### src/rtl/lspc_vram_cpu_port_if.sv
// CPU register bus plus VRAM write/acknowledge/read-back handshake signals
// exchanged between the 68k-side register port and the VRAM arbiters.
interface lspc_vram_cpu_port_if;
  logic        CPU_WR;
  logic        CPU_RD;
  logic [1:0]  CPU_REG;
  logic [15:0] CPU_DIN;
  logic [15:0] CPU_DOUT;
  logic        nCPU_WR_HIGH;
  logic        nCPU_WR_LOW;
  logic        RD_HIGH_STB;
  logic        RD_LOW_STB;
  logic [15:0] VRAM_HIGH_READ;
  logic [15:0] VRAM_LOW_READ;
  logic [15:0] VRAM_ADDR;
  logic [15:0] VRAM_WRITE;
  logic        REG_VRAMADDR_MSB;
  logic        nVRAM_WRITE_REQ;
  logic        RD_VALID;
  logic        OVERRUN;

  // The CPU port itself.
  modport slave (
    input  CPU_WR, CPU_RD, CPU_REG, CPU_DIN,
    input  nCPU_WR_HIGH, nCPU_WR_LOW, RD_HIGH_STB, RD_LOW_STB,
    input  VRAM_HIGH_READ, VRAM_LOW_READ,
    output CPU_DOUT, VRAM_ADDR, VRAM_WRITE, REG_VRAMADDR_MSB,
    output nVRAM_WRITE_REQ, RD_VALID, OVERRUN
  );

  // The 68k and the arbiters around the port.
  modport master (
    output CPU_WR, CPU_RD, CPU_REG, CPU_DIN,
    output nCPU_WR_HIGH, nCPU_WR_LOW, RD_HIGH_STB, RD_LOW_STB,
    output VRAM_HIGH_READ, VRAM_LOW_READ,
    input  CPU_DOUT, VRAM_ADDR, VRAM_WRITE, REG_VRAMADDR_MSB,
    input  nVRAM_WRITE_REQ, RD_VALID, OVERRUN
  );
endinterface

### src/rtl/lspc_vram_cpu_port.sv
// LSPC VRAM CPU port: VRAMADDR/VRAMMOD/VRAMRW registers, write request
// toward the fast (MSB=1) or slow (MSB=0) VRAM arbiter, post-write address
// modulo, a one-entry write buffer, a shadow address for writes that land
// while a request is in flight, and read-back capture.
module lspc_vram_cpu_port (
  input  logic                        CLK,
  input  logic                        RESET,
  lspc_vram_cpu_port_if.slave         bus
);

  typedef enum logic [1:0] {
    S_IDLE = 2'd0,
    S_REQ  = 2'd1,
    S_GAP  = 2'd2
  } state_t;

  state_t      state_q, state_d;
  logic [15:0] vram_addr_q, vram_addr_d;
  logic [15:0] vram_mod_q, vram_mod_d;
  logic [15:0] vram_write_q, vram_write_d;
  logic        nreq_q, nreq_d;
  logic        rd_valid_q, rd_valid_d;
  logic        overrun_q, overrun_d;
  logic [15:0] dout_q, dout_d;
  logic [15:0] rdlatch_q, rdlatch_d;
  logic        buf_full_q, buf_full_d;
  logic [15:0] buf_data_q, buf_data_d;
  logic        shadow_valid_q, shadow_valid_d;
  logic [15:0] shadow_q, shadow_d;
  logic        ack_hi_prev_q, ack_lo_prev_q;

  logic        wr_addr_s, wr_rw_s, wr_mod_s;
  logic        msb_s, ack_edge_s;

  assign wr_addr_s  = bus.CPU_WR && (bus.CPU_REG == 2'd0);
  assign wr_rw_s    = bus.CPU_WR && (bus.CPU_REG == 2'd1);
  assign wr_mod_s   = bus.CPU_WR && (bus.CPU_REG == 2'd2);
  assign msb_s      = vram_addr_q[15];
  // Only the acknowledge of the arbiter selected by the address MSB counts.
  assign ack_edge_s = msb_s ? (ack_hi_prev_q & ~bus.nCPU_WR_HIGH)
                            : (ack_lo_prev_q & ~bus.nCPU_WR_LOW);

  // Next-state and register update logic for the whole port.
  always_comb begin
    state_d        = state_q;
    vram_addr_d    = vram_addr_q;
    vram_mod_d     = vram_mod_q;
    vram_write_d   = vram_write_q;
    nreq_d         = nreq_q;
    rd_valid_d     = rd_valid_q;
    overrun_d      = overrun_q;
    dout_d         = dout_q;
    rdlatch_d      = rdlatch_q;
    buf_full_d     = buf_full_q;
    buf_data_d     = buf_data_q;
    shadow_valid_d = shadow_valid_q;
    shadow_d       = shadow_q;

    // Read-back capture; any address change below overrides RD_VALID.
    if (!rd_valid_q && msb_s && bus.RD_HIGH_STB) begin
      rdlatch_d  = bus.VRAM_HIGH_READ;
      rd_valid_d = 1'b1;
    end else if (!rd_valid_q && !msb_s && bus.RD_LOW_STB) begin
      rdlatch_d  = bus.VRAM_LOW_READ;
      rd_valid_d = 1'b1;
    end else begin
      rdlatch_d  = rdlatch_q;
    end

    if (wr_mod_s) begin
      vram_mod_d = bus.CPU_DIN;
    end else begin
      vram_mod_d = vram_mod_q;
    end

    if (bus.CPU_RD) begin
      case (bus.CPU_REG)
        2'd0:    dout_d = vram_addr_q;
        2'd1:    dout_d = rdlatch_q;
        2'd2:    dout_d = vram_mod_q;
        default: dout_d = 16'h0000;
      endcase
    end else begin
      dout_d = dout_q;
    end

    // VRAMRW writes while a request is busy go to the one-entry buffer.
    if (wr_rw_s && (state_q != S_IDLE)) begin
      if (buf_full_q) begin
        overrun_d = 1'b1;
      end else begin
        buf_full_d = 1'b1;
        buf_data_d = bus.CPU_DIN;
      end
    end else begin
      overrun_d = overrun_q;
    end

    case (state_q)
      S_IDLE: begin
        if (wr_rw_s) begin
          vram_write_d = bus.CPU_DIN;
          nreq_d       = 1'b0;
          state_d      = S_REQ;
        end else if (buf_full_q) begin
          vram_write_d = buf_data_q;
          buf_full_d   = 1'b0;
          nreq_d       = 1'b0;
          state_d      = S_REQ;
        end else begin
          state_d      = S_IDLE;
        end
        if (wr_addr_s) begin
          vram_addr_d = bus.CPU_DIN;
          rd_valid_d  = 1'b0;
        end else begin
          vram_addr_d = vram_addr_q;
        end
      end
      S_REQ: begin
        if (ack_edge_s) begin
          nreq_d     = 1'b1;
          rd_valid_d = 1'b0;
          state_d    = S_GAP;
          if (shadow_valid_q) begin
            vram_addr_d    = shadow_q;
            shadow_valid_d = 1'b0;
          end else begin
            vram_addr_d = {vram_addr_q[15], vram_addr_q[14:0] + vram_mod_q[14:0]};
          end
        end else begin
          state_d = S_REQ;
        end
        // The in-flight write keeps its address; a new one waits in the shadow.
        if (wr_addr_s) begin
          shadow_d       = bus.CPU_DIN;
          shadow_valid_d = 1'b1;
        end else begin
          shadow_d = shadow_q;
        end
      end
      S_GAP: begin
        if (buf_full_q) begin
          vram_write_d = buf_data_q;
          buf_full_d   = 1'b0;
          nreq_d       = 1'b0;
          state_d      = S_REQ;
        end else begin
          state_d      = S_IDLE;
        end
        if (wr_addr_s) begin
          vram_addr_d    = bus.CPU_DIN;
          shadow_valid_d = 1'b0;
          rd_valid_d     = 1'b0;
        end else if (shadow_valid_q) begin
          vram_addr_d    = shadow_q;
          shadow_valid_d = 1'b0;
          rd_valid_d     = 1'b0;
        end else begin
          vram_addr_d    = vram_addr_q;
        end
      end
      default: begin
        state_d = S_IDLE;
        nreq_d  = 1'b1;
      end
    endcase
  end

  // State registers, acknowledge history and output flops.
  always_ff @(posedge CLK or posedge RESET) begin
    if (RESET) begin
      state_q        <= S_IDLE;
      vram_addr_q    <= 16'h0000;
      vram_mod_q     <= 16'h0000;
      vram_write_q   <= 16'h0000;
      nreq_q         <= 1'b1;
      rd_valid_q     <= 1'b0;
      overrun_q      <= 1'b0;
      dout_q         <= 16'h0000;
      rdlatch_q      <= 16'h0000;
      buf_full_q     <= 1'b0;
      buf_data_q     <= 16'h0000;
      shadow_valid_q <= 1'b0;
      shadow_q       <= 16'h0000;
      ack_hi_prev_q  <= 1'b1;
      ack_lo_prev_q  <= 1'b1;
    end else begin
      state_q        <= state_d;
      vram_addr_q    <= vram_addr_d;
      vram_mod_q     <= vram_mod_d;
      vram_write_q   <= vram_write_d;
      nreq_q         <= nreq_d;
      rd_valid_q     <= rd_valid_d;
      overrun_q      <= overrun_d;
      dout_q         <= dout_d;
      rdlatch_q      <= rdlatch_d;
      buf_full_q     <= buf_full_d;
      buf_data_q     <= buf_data_d;
      shadow_valid_q <= shadow_valid_d;
      shadow_q       <= shadow_d;
      ack_hi_prev_q  <= bus.nCPU_WR_HIGH;
      ack_lo_prev_q  <= bus.nCPU_WR_LOW;
    end
  end

  assign bus.CPU_DOUT         = dout_q;
  assign bus.VRAM_ADDR        = vram_addr_q;
  assign bus.VRAM_WRITE       = vram_write_q;
  assign bus.REG_VRAMADDR_MSB = vram_addr_q[15];
  assign bus.nVRAM_WRITE_REQ  = nreq_q;
  assign bus.RD_VALID         = rd_valid_q;
  assign bus.OVERRUN          = overrun_q;

endmodule
### src/flat_wrapper.sv
// flat-port wrapper written by rule: the top's interface ports become plain ports
module lspc_vram_cpu_port_flat 
  (CLK, RESET, bus_CPU_WR, bus_CPU_RD, bus_CPU_REG, bus_CPU_DIN, bus_nCPU_WR_HIGH, bus_nCPU_WR_LOW, bus_RD_HIGH_STB, bus_RD_LOW_STB, bus_VRAM_HIGH_READ, bus_VRAM_LOW_READ, bus_CPU_DOUT, bus_VRAM_ADDR, bus_VRAM_WRITE, bus_REG_VRAMADDR_MSB, bus_nVRAM_WRITE_REQ, bus_RD_VALID, bus_OVERRUN);
  lspc_vram_cpu_port_if bus_i ();
  input  logic CLK;
  input  logic RESET;
  input wire logic [$bits(bus_i.CPU_WR)-1:0] bus_CPU_WR;
  input wire logic [$bits(bus_i.CPU_RD)-1:0] bus_CPU_RD;
  input wire logic [$bits(bus_i.CPU_REG)-1:0] bus_CPU_REG;
  input wire logic [$bits(bus_i.CPU_DIN)-1:0] bus_CPU_DIN;
  input wire logic [$bits(bus_i.nCPU_WR_HIGH)-1:0] bus_nCPU_WR_HIGH;
  input wire logic [$bits(bus_i.nCPU_WR_LOW)-1:0] bus_nCPU_WR_LOW;
  input wire logic [$bits(bus_i.RD_HIGH_STB)-1:0] bus_RD_HIGH_STB;
  input wire logic [$bits(bus_i.RD_LOW_STB)-1:0] bus_RD_LOW_STB;
  input wire logic [$bits(bus_i.VRAM_HIGH_READ)-1:0] bus_VRAM_HIGH_READ;
  input wire logic [$bits(bus_i.VRAM_LOW_READ)-1:0] bus_VRAM_LOW_READ;
  output wire logic [$bits(bus_i.CPU_DOUT)-1:0] bus_CPU_DOUT;
  output wire logic [$bits(bus_i.VRAM_ADDR)-1:0] bus_VRAM_ADDR;
  output wire logic [$bits(bus_i.VRAM_WRITE)-1:0] bus_VRAM_WRITE;
  output wire logic [$bits(bus_i.REG_VRAMADDR_MSB)-1:0] bus_REG_VRAMADDR_MSB;
  output wire logic [$bits(bus_i.nVRAM_WRITE_REQ)-1:0] bus_nVRAM_WRITE_REQ;
  output wire logic [$bits(bus_i.RD_VALID)-1:0] bus_RD_VALID;
  output wire logic [$bits(bus_i.OVERRUN)-1:0] bus_OVERRUN;
  assign bus_i.CPU_WR = bus_CPU_WR;
  assign bus_i.CPU_RD = bus_CPU_RD;
  assign bus_i.CPU_REG = bus_CPU_REG;
  assign bus_i.CPU_DIN = bus_CPU_DIN;
  assign bus_i.nCPU_WR_HIGH = bus_nCPU_WR_HIGH;
  assign bus_i.nCPU_WR_LOW = bus_nCPU_WR_LOW;
  assign bus_i.RD_HIGH_STB = bus_RD_HIGH_STB;
  assign bus_i.RD_LOW_STB = bus_RD_LOW_STB;
  assign bus_i.VRAM_HIGH_READ = bus_VRAM_HIGH_READ;
  assign bus_i.VRAM_LOW_READ = bus_VRAM_LOW_READ;
  assign bus_CPU_DOUT = bus_i.CPU_DOUT;
  assign bus_VRAM_ADDR = bus_i.VRAM_ADDR;
  assign bus_VRAM_WRITE = bus_i.VRAM_WRITE;
  assign bus_REG_VRAMADDR_MSB = bus_i.REG_VRAMADDR_MSB;
  assign bus_nVRAM_WRITE_REQ = bus_i.nVRAM_WRITE_REQ;
  assign bus_RD_VALID = bus_i.RD_VALID;
  assign bus_OVERRUN = bus_i.OVERRUN;
  lspc_vram_cpu_port u_core (.CLK(CLK), .RESET(RESET), .bus(bus_i));
endmodule
### config.mk
export PLATFORM = sky130hd
export DESIGN_NAME = lspc_vram_cpu_port_flat
export DESIGN_NICKNAME = d
export VERILOG_FILES = /design/src/rtl/lspc_vram_cpu_port_if.sv /design/src/rtl/lspc_vram_cpu_port.sv /design/src/flat_wrapper.sv
export SDC_FILE = /design/constraint.sdc
export NUM_CORES = 1
export LEC_CHECK = 0
export CELL_PAD_IN_SITES_DETAIL_PLACEMENT = 2
export CELL_PAD_IN_SITES_GLOBAL_PLACEMENT = 2
export CORE_AREA = 2 2 133 135
export CTS_CLUSTER_DIAMETER = 30
export DETAILED_ROUTE_END_ITERATION = 16
export DIE_AREA = 0 0 135 137
export GPL_TIMING_DRIVEN = 1
export MAX_ROUTING_LAYER = met4
export PLACE_DENSITY_LB_ADDON = 0.1
export SLEW_MARGIN = 0
export SYNTH_ARGS = -nofsm -noshare
export SYNTH_HDL_FRONTEND = slang
export SYNTH_SLANG_ARGS = --single-unit
### constraint.sdc
create_clock -name CLK -period 8.9 [get_ports CLK]
set_input_delay 1.335 -clock CLK [delete_from_list [all_inputs] [get_ports CLK]]
set_output_delay 1.335 -clock CLK [all_outputs]
set_load 0.01 [all_outputs]
---- Word level (Yosys, flattened, before mapping) ----
Index checks and enable logic that the tools add are counted.
storage, ports and cells
  flip-flop bits (word level) ............. 121
  bits of input ports ..................... 58
  output and inout port bits .............. 52
cells by class
  add/subtract/negate cells ............... 1
  equality and inequality tests ........... 9
  mux-type cells .......................... 35
  bitwise logic cells ..................... 5
  reductions and logical operators ........ 23
operators with widths
  kind                number
  $mux 16             9
  $pmux 16 s3         2
  $pmux 16 s2         1
  $mux 1              16
  $add 15x15->15      1
  $logic_and 1x1->1   8
  $reduce_and 2->1    4
  $reduce_bool 2->1   4
  $ne 2x1->1 const B  3
  $ne 3x1->1 const B  2
  $pmux 1 s3          2
  $pmux 2 s3          1
  $reduce_and 5->1    1
  $eq 2x1->1 const B  2
  $eq 2x2->1 const B  2
  $logic_not 2->1     2
  $mux 2              2
  $pmux 1 s2          2
  $reduce_and 4->1    1
  $not 1->1           3
  $reduce_bool 3->1   1
  $and 1x1->1         2
  $logic_not 1->1     2

---- Longest topological paths before layout ----
Gate-level depths: netlist of the first run.
  depth after elaboration ................. 8
  depth in mapped cells ................... 10
  mapped depth without buffers ............ 9

---- Worst setup path before layout of the first run ----
Ideal clock, no wire load.
  path type ............................... input -> register
  start ................................... input port bus_CPU_REG[0]
  end ..................................... register u_core.buf_data_q[0]
  library setup time ...................... 0.125 ns
  arrival ................................. 2.844 ns
  data required time ...................... 8.775 ns
  setup slack ............................. 5.931 ns
  stages on the path ...................... 7
  buffers on the path ..................... 3
  cell sequence ........................... buf_2 > nor2b_1 > buf_2 > nand2_1 > nor3_2 > buf_2 > mux2_2
between the ends
  cells in the longest elaborated chain, start to end .. 4
RTL lines
  item                        line                       text
  from (decl)                 flat_wrapper.sv:9          input wire logic [$bits(bus_i.CPU_REG)-1:0] bus_CPU_REG;
  $eq 2x1->1                  lspc_vram_cpu_port.sv:36   assign wr_rw_s = bus.CPU_WR && (bus.CPU_REG == 2'd1);
  $logic_and 1x1->1           lspc_vram_cpu_port.sv:36
  $logic_and 1x1->1           lspc_vram_cpu_port.sv:88   if (wr_rw_s && (state_q != S_IDLE)) begin
  $reduce_and 2->1 (no line)  -
  to (signal assigned)        lspc_vram_cpu_port.sv:199  buf_data_q <= buf_data_d;
  to (decl)                   lspc_vram_cpu_port.sv:27   logic [15:0] buf_data_q, buf_data_d;
No other way between the ends.
A chain may end at the register's enable or synchronous reset.

---- Worst setup path in the final report of the first run ----
  start ................................... input port bus_CPU_REG[0]
  end ..................................... register u_core.vram_addr_q[4], in the netlist u_core.bus.VRAM_ADDR[4]
between the ends
  cells in the longest elaborated chain, start to end .. 4
RTL lines
  item                                                       line                       text
  $logic_not 2->1 (*)                                        lspc_vram_cpu_port.sv:35   assign wr_addr_s = bus.CPU_WR && (bus.CPU_REG == 2'd0);
  $logic_and 1x1->1 (*)                                      lspc_vram_cpu_port.sv:35
  $ne 3x1->1 (no line) (tied with other cells)               -
  $reduce_and 4->1 (no line) or $pmux 16 s3 (tied branches)  -
  to (signal assigned)                                       lspc_vram_cpu_port.sv:190  vram_addr_q <= vram_addr_d;
  to (decl)                                                  lspc_vram_cpu_port.sv:18   logic [15:0] vram_addr_q, vram_addr_d;
Mark *: on every way between the ends. The rest lies on a longest branch, timed or not.

==> results.toml, run 1 <==
[cts]
clock_latency_ps = 430
cts_root_buffer = "clkbuf_16"
cts_tree = "built"
cts_setup_buffers = 0
cts_made_buffers = 17
path_clk_slew_ps = 60
cts_max_level = 4
ctsHoldBuffers = 0
clock-sinks = 121
clock_path_buffers = 2
cts-resized-gates = 0

[synthesis]
yosysTopAreaCell = "dfrtp_1"
synthCells = 587
yosys.area.top_type_share = 0.4869
yosys-top-cells-area = "dfrtp_1, mux2_2, mux2i_1"
synth-simple-area-share = 0.1118
synthAdderAreaFrac = 0.04044
ys.flop_type = "dfrtp_1"
synth.net_count = 664
synthMuxAreaShare = 0.1438
ys_seq_area_frac = 0.4999
synth_edf_count = 0
ys_async_sr_fraction = 1.000
synth_compound_area_frac = 0.1611
synth_top_family_by_area = "compound AO/OA/AOI/OAI gates"
syn-cell-area_sq_um = 6065
yosysMostFrequentCell = "dfrtp_1"
synth_xor_area_frac = 0.01300
syn_area_per_cell_sq_um = 10.33
yosys_warnings = 0
ys_types = 55
ys_ff_latch = 121
synth_common_cells = "dfrtp_1, nor2_1, a21oi_1"

[route]
drtIter0Drc = 172
vias_per_cell = 5.342
firstDrtPassIters = 4
ant_nets = 0
vias = 4947
wl_per_cell_um = 20.59
finalWirelength_um = 19070
drc_errors = 0

[floorplan]
fp.dieArea_sq_um = 18500
die_w_um = 135
core_sq_um = 17060
initial_core_util = 0.3556
pin_count = 110
die_y_um = 137
rows = 48

[critical_path]
slowest_stage = "o21ai_1"
critPathMaxStageDelay_ps = 1010
crit_family = "compound AO/OA/AOI/OAI gates"
cp.required_ps = 9230
crit_buf_inv = 1
critical_path_class = "in -> reg"
cp-end-kind = "register"
cp-start-kind = "input pin"
path_max_fanout = 20
crit_arrival_ps = 4310
crit_chain = "clkdlybuf4s50_1 > or3b_1 > o21ai_1 > a22oi_1 > o21ai_0"

[sta]
hold_violations = 0
rsz0062_at_grt = "no"
fin_crit_sh = 0.4469
slew_headroom = 0.1203
finalSetupTns_ps = 0
fmax_mhz = 251.4
finClkSkew_ps = 5.799
maxSlewViolCount = 0
timing.hold.ws_ps = 467.8
worst_pin_slew_ps = 1311
fin_crit_ps = 3978
setup_viol = 0

[cells_and_area]
multi_input_area_sq_um = 2851
num-fill-cells = 1795
seqCellArea_sq_um = 3032
area_growth_pct = 30.84
finalNetCount = 765
drive_above_1_share = 0.1327
n_antenna_cell = 0

[grt]
antenna_found_initial = 0
grt_usage = 0.2245
grt_overflow = 0
grt_max_degree = 76
grt_pass1_vias = 5493
grt_pass1_wl_um = 30880

[placement]
place_hpwl_um = 13350
numPortBuffers = 109
gp_congestion = 0.8117

[worst_hold_path]
min_path_type = "reg -> reg"

[pwr]
irDropWorstVdd_uv = 160.2
p_per_area_nw_per_um2 = 356.4
leakage_nw = 3.485

[run_status]
status = "finished, final reports clean"

[job]
drv_cap = 0
[per-layer routing]
metal  track usage  wire (um)  vias to the layer above
met1        0.2923       8949                     2513
met5             -          0                        -
li1              -          -                     2311
met4       0.05093        191                        0
met2        0.3618       9201                      108
met3       0.04852        724                       15
[through the flow]
stage	total power [W]	setup WS (ps)	area (sq um)	std cells	util
floorplan	0.001642	4356	6065	587	-
global placement	0.002040	4643	7333	894	0.4299
detailed placement	0.002114	4510	7333	894	0.4299
CTS	0.002860	4920	7935	926	0.4652
global route	0.003032	4722	7935	926	0.4652
finish	0.002828	4922	7935	926	0.4652
[layout make-up]
type | count | share of cell area
multi-input cells | 423 | 0.3593
clock buffers | 17 | 0.05361
well taps | 225 | 0.03548
clock inverters | 15 | 0.02223
flip-flops and latches | 121 | 0.3821
repair buffers | 113 | 0.1413
inverters | 12 | 0.005992
[flip-flops by register name (all words and copies together) (netlist names)]
register	flops
u_core.bus.CPU_DOUT	16
u_core.shadow_q	16
u_core.bus.RD_VALID	1
u_core.rdlatch_q	16
u_core.state_q	2
u_core.ack_lo_prev_q	1
u_core.bus.VRAM_WRITE	16
u_core.bus.OVERRUN	1
u_core.ack_hi_prev_q	1
u_core.buf_data_q	16
u_core.vram_mod_q	16
u_core.bus.nVRAM_WRITE_REQ	1
u_core.buf_full_q	1
u_core.bus.VRAM_ADDR	16
u_core.shadow_valid_q	1
[kinds of logic (layout without fill, tap and decap cells)]
family          count (synthesis)  in the layout
xor+xnor                        9              9
flops                         121            121
fa+ha+maj                      19             19
buf+inv                        43            157
mux                            81             81
simple gates                  151            151
compound gates                163            163
[path summary, 6_finish.rpt]
kind / cells after the start / endpoint / slack, ps / startpoint
setup / recovery: 5 / u_core.bus.VRAM_ADDR[4] / 4920 / bus_CPU_REG[0]
hold / removal: 1 / u_core.bus.OVERRUN / 470 / u_core.bus.OVERRUN
setup reg to reg: 9 / u_core.bus.VRAM_ADDR[14] / 6230 / u_core.bus.VRAM_ADDR[0]
hold reg to reg: 1 / u_core.bus.OVERRUN / 470 / u_core.bus.OVERRUN
max in group asynchronous: 3 / u_core.shadow_q[2] / 6130 / RESET
min in group asynchronous: 2 / u_core.bus.CPU_DOUT[10] / 1350 / RESET
[cell usage in the layout, fill, tap and decap left out, drive strengths merged, types with 3 or more instances in the layout]
cell type	count
dfrtp	118
clkinv	10
bufinv	3
ha	18
inv	14
nor2	77
a22oi	14
nand2	42
nand3	7
mux2i	32
a31oi	4
a21o	7
clkdlybuf4s50	109
xnor2	6
nor3	5
a22o	4
o31ai	4
a21oi	51
dfstp	3
o21ai	48
mux2	49
buf	4
nor3b	3
nor2b	4
xor2	3
clkbuf	17
o22ai	15
[where the power goes]
part / internal (W) / switching [W] / total [W] / leakage (nW)
combinational: 0.000534 / 0.000634 / 0.00117 / 1.73
clock: 0.000441 / 0.000271 / 0.000711 / 0.301
sequential: 0.000777 / 0.000172 / 0.000949 / 1.45
Note: power is estimated with default switching activity, not from simulation.
==> run 2: changes to the inputs <==
CORE_AREA = 2 2 139 141   (was 2 2 133 135)
DIE_AREA = 0 0 141 143   (was 0 0 135 137)
clock period = 4.02 ns   (was 8.9 ns; I/O delays follow)
==> results.toml, run 2 (synthesis gave the netlist of run 1 again) <==
[cells_and_area]
drive_above_1_share = 0.1412
finalNetCount = 772
stdcell_area_sq_um = 8069
n_antenna_cell = 0
multi_input_area_sq_um = 2851
area_growth_pct = 33.05
layout_commonest_cell = "dfrtp_1"
final_cell_mix = "dfrtp_1, clkdlybuf4s50_1, nor2_1, a21oi_1, mux2_2"
seqCellArea_sq_um = 3032
num-fill-cells = 1906
final-instance-count-excl-fill = 942

[critical_path]
crit_chain = "clkdlybuf4s50_1 > nor2b_1 > nand2_1 > nor2_1 > nand2_1 > nand2_1 > nor2_1 > nor3_1"
crit_arrival_ps = 3000
slowest_stage = "nand2_1"
crit_top_cell = "nand2_1"
critPathMaxStageDelay_ps = 580
cp-end-kind = "register"
path_max_fanout = 18
rrSetupSlack_ps = 1380
cp.required_ps = 4360
crit_family = "simple AND/OR/NAND/NOR gates"
cp-start-kind = "input pin"
crit_buf_inv = 1
r2r_cells = 9
reg2reg_to = "u_core.bus.VRAM_ADDR[14]"
r2r-start = "u_core.bus.VRAM_ADDR[0]"
critical_path_class = "in -> reg"

[placement]
post-place-ws_ps = 902.2
placed_cells = 910
place_hpwl_um = 13680
place_area_sq_um = 7410
numPortBuffers = 109
gp_congestion = 0.7699

[floorplan]
die_w_um = 141
core_sq_um = 18580
fp.dieArea_sq_um = 20160
die_y_um = 143
initial_core_util = 0.3264
rows = 50
pin_count = 110

[cts]
cts_made_buffers = 17
clock_path_buffers = 2
cts_max_level = 4
clock-sinks = 121
cts_setup_buffers = 0
cts-resized-gates = 0
ctsHoldBuffers = 0
path_clk_slew_ps = 60
cts_tree = "built"
cts_root_buffer = "clkbuf_16"
clock_latency_ps = 420

[run_status]
status = "finished, final reports clean"

[worst_hold_path]
min_path_type = "reg -> reg"
whs_endpoint = "u_core.bus.OVERRUN"
holdPathStages = 1
hold_path_startpoint = "u_core.bus.OVERRUN"

[sta]
slew_headroom = 0.1905
fmax_mhz = 376.7
finalSetupTns_ps = 0
worst_pin_slew_ps = 1210
timing.hold.ws_ps = 472.8
hold_violations = 0
setup_viol = 0
rsz0062_at_grt = "no"
fin_ws_ps = 1366
maxSlewViolCount = 0
finClkSkew_ps = 6.072
fin_crit_sh = 0.6603
fin_crit_ps = 2654

[grt]
grt_overflow = 0
grt_pass1_wl_um = 31370
antenna_found_initial = 0
grt_usage = 0.2074
grt_pass1_vias = 5543
grt_max_degree = 53

[pwr]
leakage_nw = 3.543
p_per_area_nw_per_um2 = 796.0
irDropWorstVdd_uv = 362.6

[route]
drtIter0Drc = 115
finalWirelength_um = 19240
firstDrtPassIters = 4
drc_errors = 0
vias_per_cell = 5.243
ant_nets = 0
vias = 4939
wl_per_cell_um = 20.43

[job]
drv_cap = 0
run 2: changes by cell type in the layout (fill, tap and decap cells not counted), sizes merged:
cell and delta:
clkbuf +1, clkinvlp +1, bufinv +2, buf +7
clkinv -4
run 2: layer usage:
metal	share of wire	vias up	global-route usage	routed length, um
met2	0.48	108	0.3471	9272
met4	0.013	0	0.06000	250
li1	-	2326	-	-
met3	0.032	18	0.03622	624
met5	0	-	-	0
met1	0.47	2487	0.2599	9096
run 2: power by group:
part	switching, W	total [W]	leakage, nW	internal, W
Combinational	0.00140	0.00261	1.77	0.00121
Sequential	0.000371	0.00209	1.45	0.00172
Clock	0.000603	0.00172	0.321	0.00112
Total	0.00238	0.00642	3.54	0.00405
run 2: area by class of cell:
type | count | share of cell area
well taps | 234 | 0.03628
repair buffers | 120 | 0.1470
clock buffers | 18 | 0.05443
flip-flops and latches | 121 | 0.3757
multi-input cells | 423 | 0.3534
clock inverters | 14 | 0.02729
inverters | 12 | 0.005892
run 2: worst max-delay path by stage:
stage	from	endpoint	slack (ps)	cells after the start
finish	bus_CPU_REG[0]	u_core.bus.VRAM_WRITE[14]	1370	8
global route	bus_CPU_REG[0]	u_core.bus.VRAM_WRITE[14]	950	8
CTS	bus_CPU_REG[0]	u_core.bus.VRAM_WRITE[14]	1300	8
detailed placement	bus_CPU_REG[0]	u_core.bus.VRAM_WRITE[14]	900	8
global placement	bus_CPU_REG[0]	u_core.bus.VRAM_WRITE[14]	1070	8
floorplan	RESET	u_core.buf_data_q[0]	210	1
run 2: metrics by stage:
stage,power [W],util
6_report,0.006423,0.4343
5_1_grt,0.006880,0.4343
4_1_cts,0.006516,0.4343
3_5_place_dp,0.004714,0.3988
3_3_place_gp,0.004551,0.3988
2_1_floorplan,0.003636,-
